File: src/rtl/cx_acc_responder.sv
// CX responder: one request at a time against NUM_STATES accumulator contexts.
// Optional `CX_MAC_EARLY_EXIT_EN ends the shift-add multiply once the remaining multiplier bits are zero.
module cx_acc_responder #(
    parameter int NUM_STATES  = 4,
    parameter int STATE_IDX_W = 4
) (
    input  logic                   clk_i,
    input  logic                   rst_ni,
    input  logic                   cx_req_valid_i,
    output logic                   cx_req_ready_o,
    input  logic [2:0]             cx_req_func_i,
    input  logic [STATE_IDX_W-1:0] cx_req_state_i,
    input  logic [31:0]            cx_req_opa_i,
    input  logic [31:0]            cx_req_opb_i,
    output logic                   cx_resp_valid_o,
    input  logic                   cx_resp_ready_i,
    output logic [31:0]            cx_resp_data_o,
    output logic [1:0]             cx_resp_status_o,
    input  logic                   cx_flush_i
);

    typedef enum logic [1:0] {
        S_IDLE = 2'd0,
        S_MUL  = 2'd1,
        S_RESP = 2'd2
    } state_t;

    localparam logic [2:0] F_ADD  = 3'd0;
    localparam logic [2:0] F_MAC  = 3'd1;
    localparam logic [2:0] F_READ = 3'd2;
    localparam logic [2:0] F_SWAP = 3'd3;
    localparam logic [2:0] F_CLR  = 3'd4;

    localparam logic [1:0] ST_OK       = 2'd0;
    localparam logic [1:0] ST_ILL_FUNC = 2'd1;
    localparam logic [1:0] ST_ILL_CTX  = 2'd2;

    localparam logic [STATE_IDX_W:0] LP_NUM = NUM_STATES[STATE_IDX_W:0];

    state_t                 r_state;
    state_t                 w_state_nxt;

    logic [STATE_IDX_W-1:0] r_idx;
    logic                   r_ctx_ok;
    logic [31:0]            r_mcand;
    logic [31:0]            r_mplier;
    logic [31:0]            r_prod;
    logic [4:0]             r_cnt;
    logic [31:0]            r_resp_data;
    logic [1:0]             r_resp_status;
    logic                   r_wr_en;
    logic [31:0]            r_wr_val;
    logic [31:0]            r_acc [NUM_STATES];

    logic                   w_accept;
    logic                   w_is_mac;
    logic                   w_commit;
    logic [STATE_IDX_W-1:0] w_sel_idx;
    logic                   w_sel_ok;
    logic [31:0]            w_sel_acc;
    logic [31:0]            w_mul_step;
    logic [31:0]            w_prod_nxt;
    logic                   w_mul_last;
    logic [31:0]            w_mac_data;
    logic [31:0]            w_op_data;
    logic [1:0]             w_op_status;
    logic                   w_op_wr_en;
    logic [31:0]            w_op_wr_val;

    assign w_accept = (r_state == S_IDLE) & cx_req_valid_i & ~cx_flush_i;
    assign w_is_mac = (cx_req_func_i == F_MAC);
    assign w_commit = (r_state == S_RESP) & cx_resp_ready_i
                    & ~cx_flush_i & r_wr_en;

    // In IDLE the incoming index is looked up; afterwards the latched one.
    always_comb begin
        w_sel_idx = (r_state == S_IDLE) ? cx_req_state_i : r_idx;
        w_sel_ok  = ({1'b0, w_sel_idx} < LP_NUM);
        w_sel_acc = '0;
        for (int k = 0; k < NUM_STATES; k++) begin
            if (w_sel_idx == STATE_IDX_W'(k)) begin
                w_sel_acc = r_acc[k];
            end
        end
    end

    always_comb begin
        w_mul_step = r_mplier[0] ? r_mcand : '0;
        w_prod_nxt = r_prod + w_mul_step;
        w_mul_last = (r_cnt == 5'd31);
`ifdef CX_MAC_EARLY_EXIT_EN
        w_mul_last = w_mul_last | (r_mplier[31:1] == 31'd0);
`endif
        w_mac_data = r_ctx_ok ? (w_sel_acc + w_prod_nxt) : '0;
    end

    always_comb begin
        w_op_data   = '0;
        w_op_status = ST_OK;
        w_op_wr_en  = 1'b0;
        w_op_wr_val = '0;
        if (!w_sel_ok) begin
            w_op_status = ST_ILL_CTX;
        end else begin
            case (cx_req_func_i)
                F_ADD: begin
                    w_op_data   = w_sel_acc + cx_req_opa_i;
                    w_op_wr_en  = 1'b1;
                    w_op_wr_val = w_sel_acc + cx_req_opa_i;
                end
                F_MAC: begin
                    w_op_data = '0;
                end
                F_READ: begin
                    w_op_data = w_sel_acc;
                end
                F_SWAP: begin
                    w_op_data   = w_sel_acc;
                    w_op_wr_en  = 1'b1;
                    w_op_wr_val = cx_req_opa_i;
                end
                F_CLR: begin
                    w_op_wr_en = 1'b1;
                end
                default: begin
                    w_op_status = ST_ILL_FUNC;
                end
            endcase
        end
    end

    always_ff @(posedge clk_i or negedge rst_ni) begin
        if (!rst_ni) begin
            r_state <= S_IDLE;
        end else begin
            r_state <= w_state_nxt;
        end
    end

    always_comb begin
        w_state_nxt = r_state;
        if (cx_flush_i) begin
            w_state_nxt = S_IDLE;
        end else begin
            case (r_state)
                S_IDLE: begin
                    if (cx_req_valid_i) begin
                        w_state_nxt = w_is_mac ? S_MUL : S_RESP;
                    end
                end
                S_MUL: begin
                    if (w_mul_last) begin
                        w_state_nxt = S_RESP;
                    end
                end
                S_RESP: begin
                    if (cx_resp_ready_i) begin
                        w_state_nxt = S_IDLE;
                    end
                end
                default: begin
                    w_state_nxt = S_IDLE;
                end
            endcase
        end
    end

    always_comb begin
        cx_req_ready_o   = (r_state == S_IDLE);
        cx_resp_valid_o  = (r_state == S_RESP);
        cx_resp_data_o   = r_resp_data;
        cx_resp_status_o = r_resp_status;
    end

    // Response fields only change on acceptance or at the end of MUL,
    // so they are stable throughout RESP.
    always_ff @(posedge clk_i or negedge rst_ni) begin
        if (!rst_ni) begin
            r_idx         <= '0;
            r_ctx_ok      <= 1'b0;
            r_mcand       <= '0;
            r_mplier      <= '0;
            r_prod        <= '0;
            r_cnt         <= '0;
            r_resp_data   <= '0;
            r_resp_status <= ST_OK;
            r_wr_en       <= 1'b0;
            r_wr_val      <= '0;
        end else if (w_accept) begin
            r_idx    <= cx_req_state_i;
            r_ctx_ok <= w_sel_ok;
            if (w_is_mac) begin
                r_mcand  <= cx_req_opa_i;
                r_mplier <= cx_req_opb_i;
                r_prod   <= '0;
                r_cnt    <= '0;
            end else begin
                r_resp_data   <= w_op_data;
                r_resp_status <= w_op_status;
                r_wr_en       <= w_op_wr_en;
                r_wr_val      <= w_op_wr_val;
            end
        end else if ((r_state == S_MUL) && !cx_flush_i) begin
            r_mcand  <= {r_mcand[30:0], 1'b0};
            r_mplier <= {1'b0, r_mplier[31:1]};
            r_prod   <= w_prod_nxt;
            r_cnt    <= r_cnt + 5'd1;
            if (w_mul_last) begin
                r_resp_data   <= w_mac_data;
                r_resp_status <= r_ctx_ok ? ST_OK : ST_ILL_CTX;
                r_wr_en       <= r_ctx_ok;
                r_wr_val      <= w_mac_data;
            end
        end
    end

    always_ff @(posedge clk_i or negedge rst_ni) begin
        if (!rst_ni) begin
            for (int k = 0; k < NUM_STATES; k++) begin
                r_acc[k] <= '0;
            end
        end else if (w_commit) begin
            for (int k = 0; k < NUM_STATES; k++) begin
                if (r_idx == STATE_IDX_W'(k)) begin
                    r_acc[k] <= r_wr_val;
                end
            end
        end
    end

endmodule

File: config.mk
export PLATFORM = sky130hd
export DESIGN_NAME = cx_acc_responder
export DESIGN_NICKNAME = d
export VERILOG_FILES = /design/src/rtl/cx_acc_responder.sv
export SDC_FILE = /design/constraint.sdc
export NUM_CORES = 1
export LEC_CHECK = 0
export BUFFER_PORTS_ARGS = -buffer_cell sky130_fd_sc_hd__buf_2
export CORE_ASPECT_RATIO = 1.5
export CORE_MARGIN = 2
export CORE_UTILIZATION = 30
export DETAILED_ROUTE_END_ITERATION = 10
export GPL_TIMING_DRIVEN = 0
export PLACE_DENSITY = 0.53
export SLEW_MARGIN = 5
export SYNTH_ARGS = -nofsm -noshare
export SYNTH_HDL_FRONTEND = slang
export SYNTH_SLANG_ARGS = --single-unit
File: constraint.sdc
create_clock -name clk_i -period 6.2 [get_ports clk_i]
set_clock_uncertainty 0.1 [all_clocks]
set_input_delay 0 -clock clk_i [delete_from_list [all_inputs] [get_ports clk_i]]
set_output_delay 0 -clock clk_i [all_outputs]
set_load 0.02 [all_outputs]
# Yosys cells after proc, flatten, opt, wreduce, memory -nomap -nowiden
# Cells that the tools add are included.
# word_totals
output_inout_bits	36
rom_bits	0
wordCells	110
input_bits	76
ram_bits	0
mem_count	0
latchBits	0
register_bits	303
# op_classes
bitwise	6
addsub	4
shifts	0
n_reduce_logical	18
n_mul	0
div	0
n_lt_le_gt_ge	1
n_mux	48
eq_ne	18
# op_table
operator	n
two-way mux 32 bit	23
case mux 32 bit (2 select lines)	2
adder 32 bit	3
two-way mux 2 bit	11
equality test 4 x 2 -> 1 bit (second input constant)	4
two-way mux 5 bit	3
AND reduction 2 bit	5
equality test 4 x 1 -> 1 bit (second input constant)	2
zero test 4 bit	2
two-way mux 1 bit	7
equality test 3 x 2 -> 1 bit (second input constant)	2
case mux 2 bit (3 select lines)	1
AND reduction 3 bit	2
adder 5 x 1 -> 5 bit (second input constant)	1
bitwise AND 1 bit	5
equality test 5 bit (second input constant)	1
less-than comparator 4 x 3 -> 1 bit (second input constant)	1
two-way mux 4 bit	1
nonzero test 2 bit	2
OR reduction 4 bit	1
equality test 3 x 1 -> 1 bit (second input constant)	1
equality test 3 bit (second input constant)	1
zero test 3 bit	1
!= test 3 x 1 -> 1 bit (second input constant)	1
12 further kinds	12

# Logic depth before layout (Yosys ltp)
# logic_depth
ltp_word	12
ltp_mapped	23

# Worst setup path before layout
# Ideal clock, no wire load.
# synth_timing
path_kind	flip-flop to flip-flop
startpoint	register r_mplier[0]
endpoint	register r_resp_data[30], in the netlist cx_resp_data_o[30]
t_arrival_ns	4.967
n_path_buf	1
stages_incl_launch_ff	23
setup_ns	0.134
path_slack_ns	0.999
synth_period_minus_slack_ns	5.201
t_required_ns	5.966
path_cell_list	dfrtp_1 > clkbuf_1 > and2_1 > ha_1 > fa_1 > a21o_1 > a21oi_1 > o21ai_0 > a31oi_1 > o21ai_0 > a21o_1 > a21oi_1 > xnor2_1 > ha_1 > nand2_1 > nor2_1 > a2111oi_0 > a21oi_1 > a2111oi_2 > o32a_1 > o21ai_0 > a2111oi_0 > o21ai_0
# synth_via
elab_chain_len	7
# synth_rtl
item	line_no	rtl
start, declared	46	logic [31:0] r_mplier;
start signal, assigned	194	r_mplier <= cx_req_opb_i;
start signal, assigned	205	r_mplier <= {1'b0, r_mplier[31:1]};
two-way mux 32 bit	88	w_mul_step = r_mplier[0] ? r_mcand : '0;
adder 32 bit	89	w_prod_nxt = r_prod + w_mul_step;
adder 32 bit	94	w_mac_data = r_ctx_ok ? (w_sel_acc + w_prod_nxt) : '0;
two-way mux 32 bit	94	
two-way mux 32 bit	208	if (w_mul_last) begin
two-way mux 32 bit	203	end else if ((r_state == S_MUL) && !cx_flush_i) begin
two-way mux 32 bit	189	end else if (w_accept) begin
end signal, assigned	198	r_resp_data <= w_op_data;
end signal, assigned	209	r_resp_data <= w_mac_data;
end, declared	49	logic [31:0] r_resp_data;
# Every way passes these cells. The select of a mux whose other input is x is not followed.
# A chain may end at the register's enable or synchronous reset.

# Worst setup path after layout
# layout_timing
startpoint	register r_state[0]
endpoint	register r_resp_data[25], in the netlist cx_resp_data_o[25]
# layout_via
elab_chain_len	12
word_cells_on_any_way	28
classes_between	add/sub (2); order compare (1); eq/ne (5); mux (12); bitwise (2); reduce/logical (6)
# layout_rtl
item	line_no	rtl
start, declared	40	state_t r_state;
start signal, assigned	136	r_state <= w_state_nxt;
zero test 2 bit	70, 77	
two-way mux 4 bit	77	w_sel_idx = (r_state == S_IDLE) ? cx_req_state_i : r_idx;
zero test 4 bit	81	if (w_sel_idx == STATE_IDX_W'(k)) begin
two-way mux 32 bit (4 in series)	81	
adder 32 bit, on equally long branches	107, 94	
case mux 32 bit (2 select lines) / two-way mux 32 bit (equally long branches)	105, 94	
two-way mux 32 bit, on equally long branches	102, 208	
two-way mux 32 bit, on equally long branches	192, 203	
two-way mux 32 bit	189	
# Several ways; a longest one is shown, not always the timed one. The select of a mux whose other input is x is not followed.

==> reports/summary.md <==
Compared with the post-synthesis result, the final layout area differs by 19.9%. The clock network is responsible for 30.3% of the overall power. Arrival time reported for the critical path endpoint: 6.24 ns.

Setup violations remaining at the end of the flow were counted as 0. Detailed placement ended at an HPWL of 54.9 mm. Type of the setup path with the least slack: register to register. In this run the horizontal extent of the chip is 208 um. At the pin with the least slew margin, the transition time is 1.01 ns. The number of max-slew violations in the final report is 0. The clock latency on the worst-skew pair was 0.56 ns.

For the H-tree depth reported by CTS, the log shows 2. The number of distinct library cells after synthesis was 77; the total routing usage reported by global routing was 21.7%. The initial cell density of the core was 30.4%; the number of iterations in the first detailed-routing pass was 5. The tools report the total standard cell area after synthesis as 18600 um2. 112 I/O pins were placed. The net switching power figure is 2550 uW, and the switching part of the total is 36.6%. The min-delay analysis places its worst path in the category input pin to asynchronous set/reset pin.

The cell count after synthesis came out at 2032. Dividing the detail-routed via count by the number of cells gives 5.42. After detailed routing, the number of remaining DRC violations is 0. TritonCTS created 34 clock buffers.

The relative max-transition margin came out at 32.5%. For the maximum number of pins on one net before global-route repair, the log shows 114. After global routing the overflow that remains totals 0.

Clock-pin slew was measured on the worst setup and hold paths at 0.06 ns. Length in cells of the worst reg-to-reg path: 18. The routed layout has 16700 vias.

By instance count, the leading cell after synthesis is sky130_fd_sc_hd__nand2_1. In this run the cell area measured after placement is 20300 um2. Dividing the synthesized area by the synthesized cell count gives 9.17 um2. Number of max-cap violations: 0. The maximum root-to-sink buffer count is 3, and the flop and latch count out of synthesis is 303. In this run the worst path has a maximum fanout of 10. For the final layout net count, the log shows 2442. The tree is rooted in a sky130_fd_sc_hd__clkbuf_16.

Number of failing hold endpoints at the final stage: 2. The clock period could shrink to 5.92 ns. The design internal power was 4420 uW. The most frequently used flop master after synthesis is sky130_fd_sc_hd__dfrtp_1.

The die area is 64200 um2. Yosys printed 0 warnings. The setup check on the worst reg-to-reg path leaves a slack of 0.28 ns. Dividing the detail-routed wire length by the instance count gives 23.0 um. Setup slack on the critical path of the routed design comes to 0.285 ns. Measured along the y axis, the die boundary spans 309 um.

Sorting the synthesized cells by how often they occur yields sky130_fd_sc_hd__nand2_1, sky130_fd_sc_hd__dfrtp_1, sky130_fd_sc_hd__nor2_1. For the row count, the log shows 111. After layout, the worst path uses 95.4% of the clock period.

The post-route cell area came out at 22300 um2. In this run, the combinational gates consume 31.3% of the power. The run gives 303 as the clock sink count.

0 antenna diodes ended up in the layout. The tools report the endpoint of the lowest-slack register-to-register path as cx_resp_data_o[25]. The startpoint of the lowest-slack register-to-register path is r_state[0].

In this run the static leakage power is 0.0103 uW. The share of the Yosys chip area taken by registers is 40.7%. TritonCTS built the clock tree. Registers are responsible for 38.4% of the overall power. The worst setup path is captured at a register. Share of post-route cells with drive strength above 1: 15.3%. The final layout contains routed wiring with a total length of 70.6 mm. IR analysis of the VDD net gives a maximum drop of 193 uV. The total area inside the core boundary comes to 61200 um2.

Total power divided by cell area: 312 nW/um2. Derived from the worst setup path, the maximum achievable clock frequency is 0.169 GHz. Number of buffers inserted by port buffering: 111. The logs give -0.00741 ns for the worst hold slack across all endpoints and -0.803 ns for the worst slack at placement. The checks that failed: negative hold slack. The number of enable-type register cells in the synthesized netlist came out at 0.

The top cell type by area accounts for 40.7% of the synthesized area. Counting every net in the synthesized netlist gives 2213. The logs give 1231 for the number of design-rule violations left by the first detailed-router iteration and 1 for the initial antenna violation count. In the post-synthesis netlist, the biggest area contributors are sky130_fd_sc_hd__dfrtp_1, sky130_fd_sc_hd__mux2_2, sky130_fd_sc_hd__ha_1.

The startpoint kind of the worst setup timing path is a register. Counting flops with an async set or reset pin after synthesis yields a share of 100%. The run finished, with violations left.

Once detail routing completed, the nets flagged for antenna violations numbered 0. The tools report the number of global-route vias before repair as 17100. The first global-routing pass estimated 105 mm of wire. At the end of routability-driven placement, the weighted congestion stood at 0.969. The required time of the critical path came out at 6.52 ns. Summed over all instances, the cell type with the most area after synthesis is sky130_fd_sc_hd__dfrtp_1.
sequential cells by signal (all words and copies together) (netlist names), 4 cells and up:
signal	cells
r_acc	128
cx_resp_data_o	32
r_mcand	32
r_mplier	32
r_prod	32
r_wr_val	32
r_cnt	5
r_idx	4
layer usage:
metal	vias to the layer above	routed length [um]	GRT usage (%)
met4	2	4280	12.6
met5	-	15	0
met1	8242	28900	25.2
li1	7870	-	-
met2	416	35100	38.8
met3	144	2280	2.50
critical path, stage by stage (launching register included):
cell                        delay (ns)
sky130_fd_sc_hd__dfrtp_1          0.50
sky130_fd_sc_hd__nor2_2           0.33
sky130_fd_sc_hd__mux2_2           0.27
sky130_fd_sc_hd__buf_2            0.27
sky130_fd_sc_hd__buf_1            0.50
sky130_fd_sc_hd__o221ai_1         0.22
sky130_fd_sc_hd__a31oi_1          0.57
sky130_fd_sc_hd__ha_1             0.43
sky130_fd_sc_hd__a2111oi_0        0.51
sky130_fd_sc_hd__nor3_1           0.19
sky130_fd_sc_hd__nand3b_1         0.24
sky130_fd_sc_hd__a211oi_4         0.09
sky130_fd_sc_hd__buf_4            0.18
sky130_fd_sc_hd__buf_4            0.15
sky130_fd_sc_hd__o21ai_0          0.25
sky130_fd_sc_hd__o211ai_1         0.21
sky130_fd_sc_hd__a31oi_1          0.22
sky130_fd_sc_hd__a21boi_1         0.41
sky130_fd_sc_hd__a21oi_1          0.13
through the flow:
stage / std cells / TNS [ns] / hold WS [ns] / power, uW / utilization (%)
finish: 3077 / 0 / -0.00741 / 6970 / 36.5
global route: 3077 / -0.00916 / 0.0471 / 7360 / 36.5
CTS: 3072 / 0 / 0.0194 / 6990 / 36.4
detailed placement: 2936 / -9.24 / -0.0412 / 4780 / 33.1
global placement: 2934 / -250.24 / 0.0991 / 4740 / 33.0
floorplan: 2032 / 0 / -0.396 / 4020 / -
worst max path at each step:
| stage | start | end | depth (start not counted) |
|---|---|---|---|
| detailed placement | r_state[0] | r_wr_val[31] | 17 |
| global placement | r_state[0] | r_wr_val[31] | 17 |
| CTS | r_mplier[0] | r_wr_val[30] | 22 |
| floorplan | r_mplier[0] | cx_resp_data_o[30] | 22 |
| global route | r_mplier[0] | r_wr_val[30] | 22 |
| finish | r_state[0] | cx_resp_data_o[25] | 18 |
cells in the final DEF (no fill, tap or decap), types with 13 or more instances in the layout:
master	n
sky130_fd_sc_hd__dfrtp_1	302
sky130_fd_sc_hd__o221ai_1	29
sky130_fd_sc_hd__mux2_2	133
sky130_fd_sc_hd__dlygate4sd3_1	74
sky130_fd_sc_hd__buf_2	111
sky130_fd_sc_hd__nor2_1	158
sky130_fd_sc_hd__and2_1	53
sky130_fd_sc_hd__buf_1	19
sky130_fd_sc_hd__and3_1	18
sky130_fd_sc_hd__xnor2_1	40
sky130_fd_sc_hd__clkbuf_1	85
sky130_fd_sc_hd__a21o_1	39
sky130_fd_sc_hd__a21oi_1	144
sky130_fd_sc_hd__xor2_1	30
sky130_fd_sc_hd__a31oi_1	55
sky130_fd_sc_hd__o21ai_0	84
sky130_fd_sc_hd__ha_1	102
sky130_fd_sc_hd__o21a_1	29
sky130_fd_sc_hd__o22ai_1	34
sky130_fd_sc_hd__o211ai_1	17
sky130_fd_sc_hd__inv_1	27
sky130_fd_sc_hd__nand4_1	13
sky130_fd_sc_hd__clkbuf_16	35
sky130_fd_sc_hd__a211oi_1	14
sky130_fd_sc_hd__a22oi_1	45
sky130_fd_sc_hd__nor3_1	26
sky130_fd_sc_hd__nand2_1	315
sky130_fd_sc_hd__nand2b_1	14
sky130_fd_sc_hd__nand3_1	37
layout make-up:
type	instances	area, um2
fill	6273	38900
multi-input combinational	1596	10700
sequential	303	7580
timing repair buffer	193	1430
tap	791	990
clock buffer	45	963
buffer	106	415
clock inverter	16	188
inverter	27	101
timing repair:
| action | 4_1_cts | 5_1_grt |
|---|---|---|
| pin swaps | 2 | 6 |
| hold buffers | 75 | 0 |
| setup endpoints to repair | 24 | 26 |
| buffers inserted | 0 | 5 |
| endpoints found under the hold margin | 274 | 0 |
| gates resized for setup | 25 | 13 |
kinds of logic after synthesis:
kind of cell,count (synthesis),synth area share [%]
AND/OR/NAND/NOR,687,16.5
AO/OA/AOI/OAI,590,20.9
adder cells (fa/ha/maj),105,7.17
flip-flops,303,40.7
buffers and inverters,133,2.73
multiplexers,143,8.59
XOR/XNOR,71,3.38
power by group through the flow:
| stage | Clock [uW] | Combinational (uW) | Sequential, uW |
|---|---|---|---|
| after CTS | 2160 | 2160 | 2670 |
| after global routing | 2240 | 2400 | 2720 |
| after floorplan | 0 | 1390 | 2630 |
| after global placement | 0 | 2050 | 2690 |
| final | 2110 | 2180 | 2670 |
| after detailed placement | 0 | 2080 | 2700 |
Note: power is estimated with default switching activity, not from simulation.
